## src/rtl/ypc_ctrl.sv

```systemverilog
// ypc_ctrl -- multi-cycle instruction sequencer for a small core.
//
// Walks IDLE -> FETCH -> WAIT -> EXEC -> WB -> FETCH ... until an ebreak
// (HALT) or a fetch stall timeout (ERR). Both terminal states hold until
// reset.
//
// Ports
//   clk, reset          clock; asynchronous active-low reset
//   start               leave IDLE and begin execution
//   ifu_req_*           fetch request channel (valid/ready, addr = pc)
//   ifu_rsp_*           fetch response channel (ready only in WAIT)
//   inst                latched instruction, feeds the external decoder
//   dec_*               combinational decode of inst
//   alu_result          rs1_data + imm from the datapath
//   rf_wen, rf_wdata    register-file write strobe (WB only) and data
//   pc, ret, instret    program counter, last ALU result, retired count
//   halt, err, state    sticky status and the current FSM state
module ypc_ctrl #(
    parameter logic [31:0] RESET_PC      = 32'h0000_0000,
    parameter int unsigned FETCH_TIMEOUT = 255
) (
    input  logic        clk,
    input  logic        reset,
    input  logic        start,
    output logic        ifu_req_valid,
    input  logic        ifu_req_ready,
    output logic [31:0] ifu_req_addr,
    input  logic        ifu_rsp_valid,
    output logic        ifu_rsp_ready,
    input  logic [31:0] ifu_rsp_inst,
    output logic [31:0] inst,
    input  logic        dec_isbreak,
    input  logic        dec_aluop,
    input  logic        dec_regWriteEn,
    input  logic [31:0] alu_result,
    output logic        rf_wen,
    output logic [31:0] rf_wdata,
    output logic [31:0] pc,
    output logic [31:0] ret,
    output logic [31:0] instret,
    output logic        halt,
    output logic        err,
    output logic [2:0]  state
);

    typedef enum logic [2:0] {
        ST_IDLE  = 3'd0,
        ST_FETCH = 3'd1,
        ST_WAIT  = 3'd2,
        ST_EXEC  = 3'd3,
        ST_WB    = 3'd4,
        ST_HALT  = 3'd5,
        ST_ERR   = 3'd6
    } state_t;

    state_t      state_reg, state_next;
    logic [31:0] pc_reg, pc_next;
    logic [31:0] inst_reg, inst_next;
    logic [31:0] ret_reg, ret_next;
    logic [31:0] wdata_reg, wdata_next;
    logic [31:0] instret_reg, instret_next;
    logic [31:0] wait_cnt_reg, wait_cnt_next;
    logic        halt_reg, halt_next;
    logic        err_reg, err_next;
    logic        timeout;

    // The current stalled cycle is the one that reaches the limit.
    assign timeout = (wait_cnt_reg + 32'd1) >= FETCH_TIMEOUT;

    always_ff @(posedge clk or negedge reset) begin
        if (!reset) begin
            state_reg    <= ST_IDLE;
            pc_reg       <= RESET_PC;
            inst_reg     <= '0;
            ret_reg      <= '0;
            wdata_reg    <= '0;
            instret_reg  <= '0;
            wait_cnt_reg <= '0;
            halt_reg     <= 1'b0;
            err_reg      <= 1'b0;
        end else begin
            state_reg    <= state_next;
            pc_reg       <= pc_next;
            inst_reg     <= inst_next;
            ret_reg      <= ret_next;
            wdata_reg    <= wdata_next;
            instret_reg  <= instret_next;
            wait_cnt_reg <= wait_cnt_next;
            halt_reg     <= halt_next;
            err_reg      <= err_next;
        end
    end

    always_comb begin
        state_next    = state_reg;
        pc_next       = pc_reg;
        inst_next     = inst_reg;
        ret_next      = ret_reg;
        wdata_next    = wdata_reg;
        instret_next  = instret_reg;
        wait_cnt_next = wait_cnt_reg;
        halt_next     = halt_reg;
        err_next      = err_reg;
        case (state_reg)
            ST_IDLE: begin
                if (start) begin
                    state_next    = ST_FETCH;
                    wait_cnt_next = '0;
                end
            end
            ST_FETCH: begin
                if (ifu_req_ready) begin
                    state_next    = ST_WAIT;
                    wait_cnt_next = '0;
                end else if (timeout) begin
                    state_next = ST_ERR;
                    err_next   = 1'b1;
                    halt_next  = 1'b1;
                end else begin
                    wait_cnt_next = wait_cnt_reg + 32'd1;
                end
            end
            ST_WAIT: begin
                if (ifu_rsp_valid) begin
                    inst_next  = ifu_rsp_inst;
                    state_next = ST_EXEC;
                end else if (timeout) begin
                    state_next = ST_ERR;
                    err_next   = 1'b1;
                    halt_next  = 1'b1;
                end else begin
                    wait_cnt_next = wait_cnt_reg + 32'd1;
                end
            end
            ST_EXEC: begin
                if (dec_isbreak) begin
                    // ebreak retires nothing: pc and instret stay put.
                    state_next = ST_HALT;
                    halt_next  = 1'b1;
                end else begin
                    if (dec_aluop) begin
                        ret_next   = alu_result;
                        wdata_next = alu_result;
                    end
                    state_next = ST_WB;
                end
            end
            ST_WB: begin
                pc_next       = pc_reg + 32'd4;
                instret_next  = instret_reg + 32'd1;
                state_next    = ST_FETCH;
                wait_cnt_next = '0;
            end
            ST_HALT: begin
                halt_next = 1'b1;
            end
            ST_ERR: begin
                halt_next = 1'b1;
                err_next  = 1'b1;
            end
            default: begin
                state_next = ST_IDLE;
            end
        endcase
    end

    // Channel handshakes and the write strobe decode straight from state so
    // they drop the instant reset is asserted.
    assign ifu_req_valid = (state_reg == ST_FETCH);
    assign ifu_req_addr  = pc_reg;
    assign ifu_rsp_ready = (state_reg == ST_WAIT);
    assign rf_wen        = (state_reg == ST_WB) && dec_regWriteEn && dec_aluop;
    assign rf_wdata      = wdata_reg;
    assign inst          = inst_reg;
    assign pc            = pc_reg;
    assign ret           = ret_reg;
    assign instret       = instret_reg;
    assign halt          = halt_reg;
    assign err           = err_reg;
    assign state         = state_reg;

endmodule

```

## config.mk

```make
export PLATFORM = sky130hd
export DESIGN_NAME = ypc_ctrl
export DESIGN_NICKNAME = d
export VERILOG_FILES = /design/src/rtl/ypc_ctrl.sv
export SDC_FILE = /design/constraint.sdc
export NUM_CORES = 1
export LEC_CHECK = 0
export ABC_AREA = 0
export BUFFER_PORTS_ARGS = -buffer_cell sky130_fd_sc_hd__buf_2
export CAP_MARGIN = 40
export CORE_MARGIN = 1.5
export CORE_UTILIZATION = 45
export DETAILED_ROUTE_END_ITERATION = 12
export HOLD_SLACK_MARGIN = 0.1
export PLACE_DENSITY = 0.75
export SYNTH_ARGS = -nofsm -noshare
export SYNTH_HDL_FRONTEND = slang
export SYNTH_SLANG_ARGS = --single-unit
export TNS_END_PERCENT = 30
```

## constraint.sdc

```tcl
create_clock -name clk -period 2.9 [get_ports clk]
set_clock_uncertainty 0.05 [all_clocks]
set_input_delay 0.58 -clock clk [delete_from_list [all_inputs] [get_ports clk]]
set_output_delay 0.58 -clock clk [all_outputs]
set_load 0.1 [all_outputs]
```

; Word level (Yosys, flattened, before mapping)
; Cells that the tools add are included.
[op_classes]
add_sub_neg = 3
n_lt_le_gt_ge = 1
n_eq_ne = 10
muxes = 20
bitwise = 2
n_reduce_logical = 13
[op_table]
columns = cell, n
row1 = $mux 32, 4
row2 = $pmux 32 s4, 1
row3 = $add 32x1->32 const B, 2
row4 = $add 32x3->32 const B, 1
row5 = $ge 32x8->1 const B, 1
row6 = $pmux 3 s6, 1
row7 = $mux 3, 4
row8 = $eq 3x3->1 const B, 3
row9 = $reduce_and 3->1, 3
row10 = $mux 1, 8
row11 = $ne 2x2->1 const B, 4
row12 = $reduce_bool 4->1, 2
row13 = $eq 3x2->1 const B, 2
row14 = $pmux 1 s4, 1
row15 = $reduce_and 2->1, 2
row16 = $reduce_and 4->1, 1
row17 = $eq 3x1->1 const B, 1
row18 = $logic_not 3->1, 1
row19 = $pmux 1 s3, 1
row20 = $reduce_bool 3->1, 1
row21 = $logic_and 1x1->1, 2
row22 = $not 1->1, 2
row23 = $reduce_or 2->1, 1
[totals]
ff_bits = 165
input_bits = 72
output_inout_bits = 200
elab_cells = 57

; Logic depth before layout (Yosys ltp)
[logic_depth]
ltp_word = 5
mapped_depth = 11
ltp_nobuf = 9

; Worst setup path after synthesis
; OpenSTA, ideal clock, no wires.
[synth_path]
kind = reg2reg
start = register state_reg[1], in the netlist state[1]
end = register inst_reg[10], in the netlist inst[10]
setup_ns = 0.125
t_arrival_ns = 3.827
required_ns = 2.725
slack_ns = -1.102
stages_incl_launch_ff = 8
path_buffers = 3
period_less_slack_ns = 4.002
cell_sequence = dfrtp_1 -> clkbuf_1 -> nand2_1 -> nor2_1 -> and2_1 -> clkbuf_1 -> buf_1 -> mux2_2
[synth_via]
elab_chain_cells = 2
[synth_lines]
columns = element, line_no
row1 = "start, declared", 56  ; state_t state_reg, state_next;
row2 = "start signal, assigned", 82  ; state_reg <= state_next;
row3 = $eq 3x2->1, -
row4 = net ifu_rsp_ready, 29  ; output logic ifu_rsp_ready,
row5 = $reduce_and 2->1 (no line), -
row6 = "end signal, assigned", 84  ; inst_reg <= inst_next;
row7 = "end, declared", 58  ; logic [31:0] inst_reg, inst_next;
; The timed path passes the listed nets, and every way through them passes these cells.
; A chain may end at the register's enable or synchronous reset.

; Worst setup path after layout
[layout_path]
start = register wait_cnt_reg[15]
end = register wait_cnt_reg[0]
[layout_via]
elab_chain_cells = 5
word_cells_on_any_way = 6
classes_between = add/sub (1) / order compare (1) / mux (4)
[layout_lines]
columns = element, line_no
row1 = "start, declared", 62  ; logic [31:0] wait_cnt_reg, wait_cnt_next;
row2 = "start signal, assigned", 88  ; wait_cnt_reg <= wait_cnt_next;
row3 = $add 32x1->32 (*), 68  ; assign timeout = (wait_cnt_reg + 32'd1) >= FETCH_TIMEOUT;
row4 = $ge 32x8->1 (*), 68
row5 = $mux 32 (*), -
row6 = $mux 32 (on tied branches), -
row7 = $pmux 32 s4 (*), -
; Mark *: on every way between the ends. The rest lies on a longest branch, timed or not. The select of a mux whose other input is x is not followed.

==> results.cfg <==
[status]
status = finished, violations left
violations = setup timing

[sta]
tightestPinTransition_ns = 0.663
rsz0062_at_grt = true
relSlewSlack = 0.558
finalSetupViolCount = 6
drv_slew = 0
fin_setup_tns_ns = -0.122
postLayoutSetupSlackWorst_ns = -0.0402
hold_violations = 0
fin_crit_sh = 1.01
layout_min_cycle_time_ns = 2.94
hold_slack_ns = 0.103
max_freq_mhz = 340

[cells_and_area]
nets = 1016
fin_area_um2 = 10000
layout-drive-gt1-share = 0.478
diodes = 0
fillers = 1366
final_cell_mix = buf_2, dfrtp_1, mux2_2
syn2layout_area_growth_pct = 28.9
final_common_cell = buf_2

[floorplan]
initial_core_util = 0.464
boundaryPins = 272
die_area_um2 = 18100
coreArea_um2 = 16800
die_h_um = 134
core.rowCount = 47
die_w_um = 134

[route]
drt-total-wl_mm = 19.4
vias = 5967
drtIter0Drc = 315
avgRoutedWirePerCell_um = 16.5
ant_nets = 0
first_pass_iters = 5
drc = 0
via_per_inst = 5.09

[clock_network]
cts-htree-levels = 4
cts_tree = yes
cts_num_sinks = 163
clk_path_buf_depth = 2
ctsHoldBuffers = 0
clkTransAtPathRegs_ns = 0.07
cts_root_buf = clkbuf_16
numCtsBuffers = 17
insertion_delay_ns = 0.42

[setup_path]
cp.required_ns = 3.20
cp_cell_sequence = nand4_4, or3_4, or3_4, nor3_4, o211ai_1, or4_4, buf_6, or3_1, a21oi_1
cp_max_fo = 7
reg2reg_to = wait_cnt_reg[0]$_DFFE_PN0P_
rr_startpoint = wait_cnt_reg[15]$_DFFE_PN0P_
setup.worst_path.start_class = register
cp_common_cell = or3_4
critical_path_arrival_ns = 3.24
r2r_cells = 9
reg2reg_slack_ns = -0.04
slowest_delay_ns = 0.60
path_class = reg -> reg
cp-end-kind = register
worstSetupEndpoint = wait_cnt_reg[0]$_DFFE_PN0P_
crit_slowest_cell = or4_4
setup.worst_path.start = wait_cnt_reg[15]$_DFFE_PN0P_

[global_routing]
grt_overflow = 0
grt_pass1_wl_mm = 29.5
grt_pass1_vias = 5527
grt_max_degree = 72
grtUsageTotal = 0.211
antenna_found_initial = 0

[placement]
pre_cts_slack_ns = -0.0840
post-dp-hpwl_mm = 14.4
placed_area_um2 = 9260
port_buffers = 267
gp_congestion = 0.845

[synth]
yosysSeqAreaShare = 0.525
ys_types = 61
synth-seq-cells = 163
ys_top_cells_by_area = dfrtp_1, mux2_2, buf_4, xnor2_1, nand2_1
yosysTopAreaCell = dfrtp_1
syn_area_um2 = 7770
synthCells = 681
yosysWarnings = 0
syn_area_per_cell_um2 = 11.4
synth_edf_count = 0
ys.flop_type = dfrtp_1
yosysTopAreaCellShare = 0.525
synth-async-reset-ratio = 1.00

[hold_path]
hold_class = in -> async

[flow_run]
cap_violations = 0
metrics by stage:
step,utilization,instances
after global placement,0.553,1135
after global routing,0.598,1173
after CTS,0.592,1169
after detailed placement,0.553,1135
final,0.598,1173
after floorplan,-,684
repair_timing:
| item | CTS | global route |
|---|---|---|
| pin swaps | 2 | 22 |
| endpoints found under the setup margin | 33 | 35 |
| gates cloned | 1 | 1 |
| buffers inserted | 1 | 3 |
| resized for setup | 5 | 16 |
kinds of logic after synthesis:
group | after synthesis | share of synthesized area
AND/OR/NAND/NOR | 237 | 0.168
flip-flops | 163 | 0.525
buffers and inverters | 93 | 0.0801
multiplexers | 72 | 0.104
XOR/XNOR | 66 | 0.0743
AO/OA/AOI/OAI | 45 | 0.0422
adder cells (fa/ha/maj) | 4 | 0.00644
other | 1 | 0.000482
critical path: cells and delay by family (launching register included):
| kind | cells | cell delay [ns] |
|---|---|---|
| compound gates | 2 | 0.28 |
| buf+inv | 1 | 0.16 |
| flops | 1 | 0.39 |
| simple gates | 6 | 1.98 |
cell usage after synthesis, types with 4 or more instances:
| cell type | n |
|---|---|
| nor4_1 | 5 |
| nor2_1 | 29 |
| nand3_1 | 37 |
| clkbuf_1 | 11 |
| dfrtp_1 | 163 |
| inv_1 | 9 |
| xor2_1 | 19 |
| nor3_1 | 7 |
| nand2_1 | 55 |
| o21ai_0 | 7 |
| buf_4 | 67 |
| mux2i_1 | 4 |
| nor3b_1 | 4 |
| nand2b_1 | 4 |
| and2_1 | 24 |
| nand4_1 | 19 |
| and4_1 | 4 |
| a21oi_1 | 4 |
| o211ai_1 | 8 |
| and3_1 | 21 |
| xnor2_1 | 47 |
| or4_1 | 5 |
| ha_1 | 4 |
| mux2_2 | 68 |
worst min-delay path by stage:
stage / start / slack [ns] / end / cells after the start
finish: reset / 0.10 / state[1]$_DFFE_PN0P_ / 1
global route: reset / 0.14 / ifu_req_addr[11]$_DFFE_PN0P_ / 1
CTS: reset / 0.12 / ifu_req_addr[11]$_DFFE_PN0P_ / 1
detailed placement: err$_DFFE_PN0P_ / 0.41 / err$_DFFE_PN0P_ / 2
global placement: halt$_DFFE_PN0P_ / 0.41 / halt$_DFFE_PN0P_ / 2
floorplan: reset / 0.23 / err$_DFFE_PN0P_ / 0
final cells by class:
class,instances,area [um2],area share
clock buffers,18,439,0.0438
clock inverters,14,186,0.0186
inverters,9,33.8,0.00337
multi-input cells,429,3210,0.320
flip-flops and latches,163,4090,0.408
well taps,220,275,0.0275
repair buffers,320,1790,0.179
layer usage:
metal / global-route usage / vias to the layer above / part of all wire
met5: 0 / - / 0
met3: 0.0499 / 27 / 0.058
met2: 0.352 / 201 / 0.50
met1: 0.273 / 2907 / 0.43
li1: - / 2832 / -
met4: 0.0627 / 0 / 0.014
Power is not shown: default switching activity piles up to over one toggle a cycle in this logic, so the estimate is an artifact.
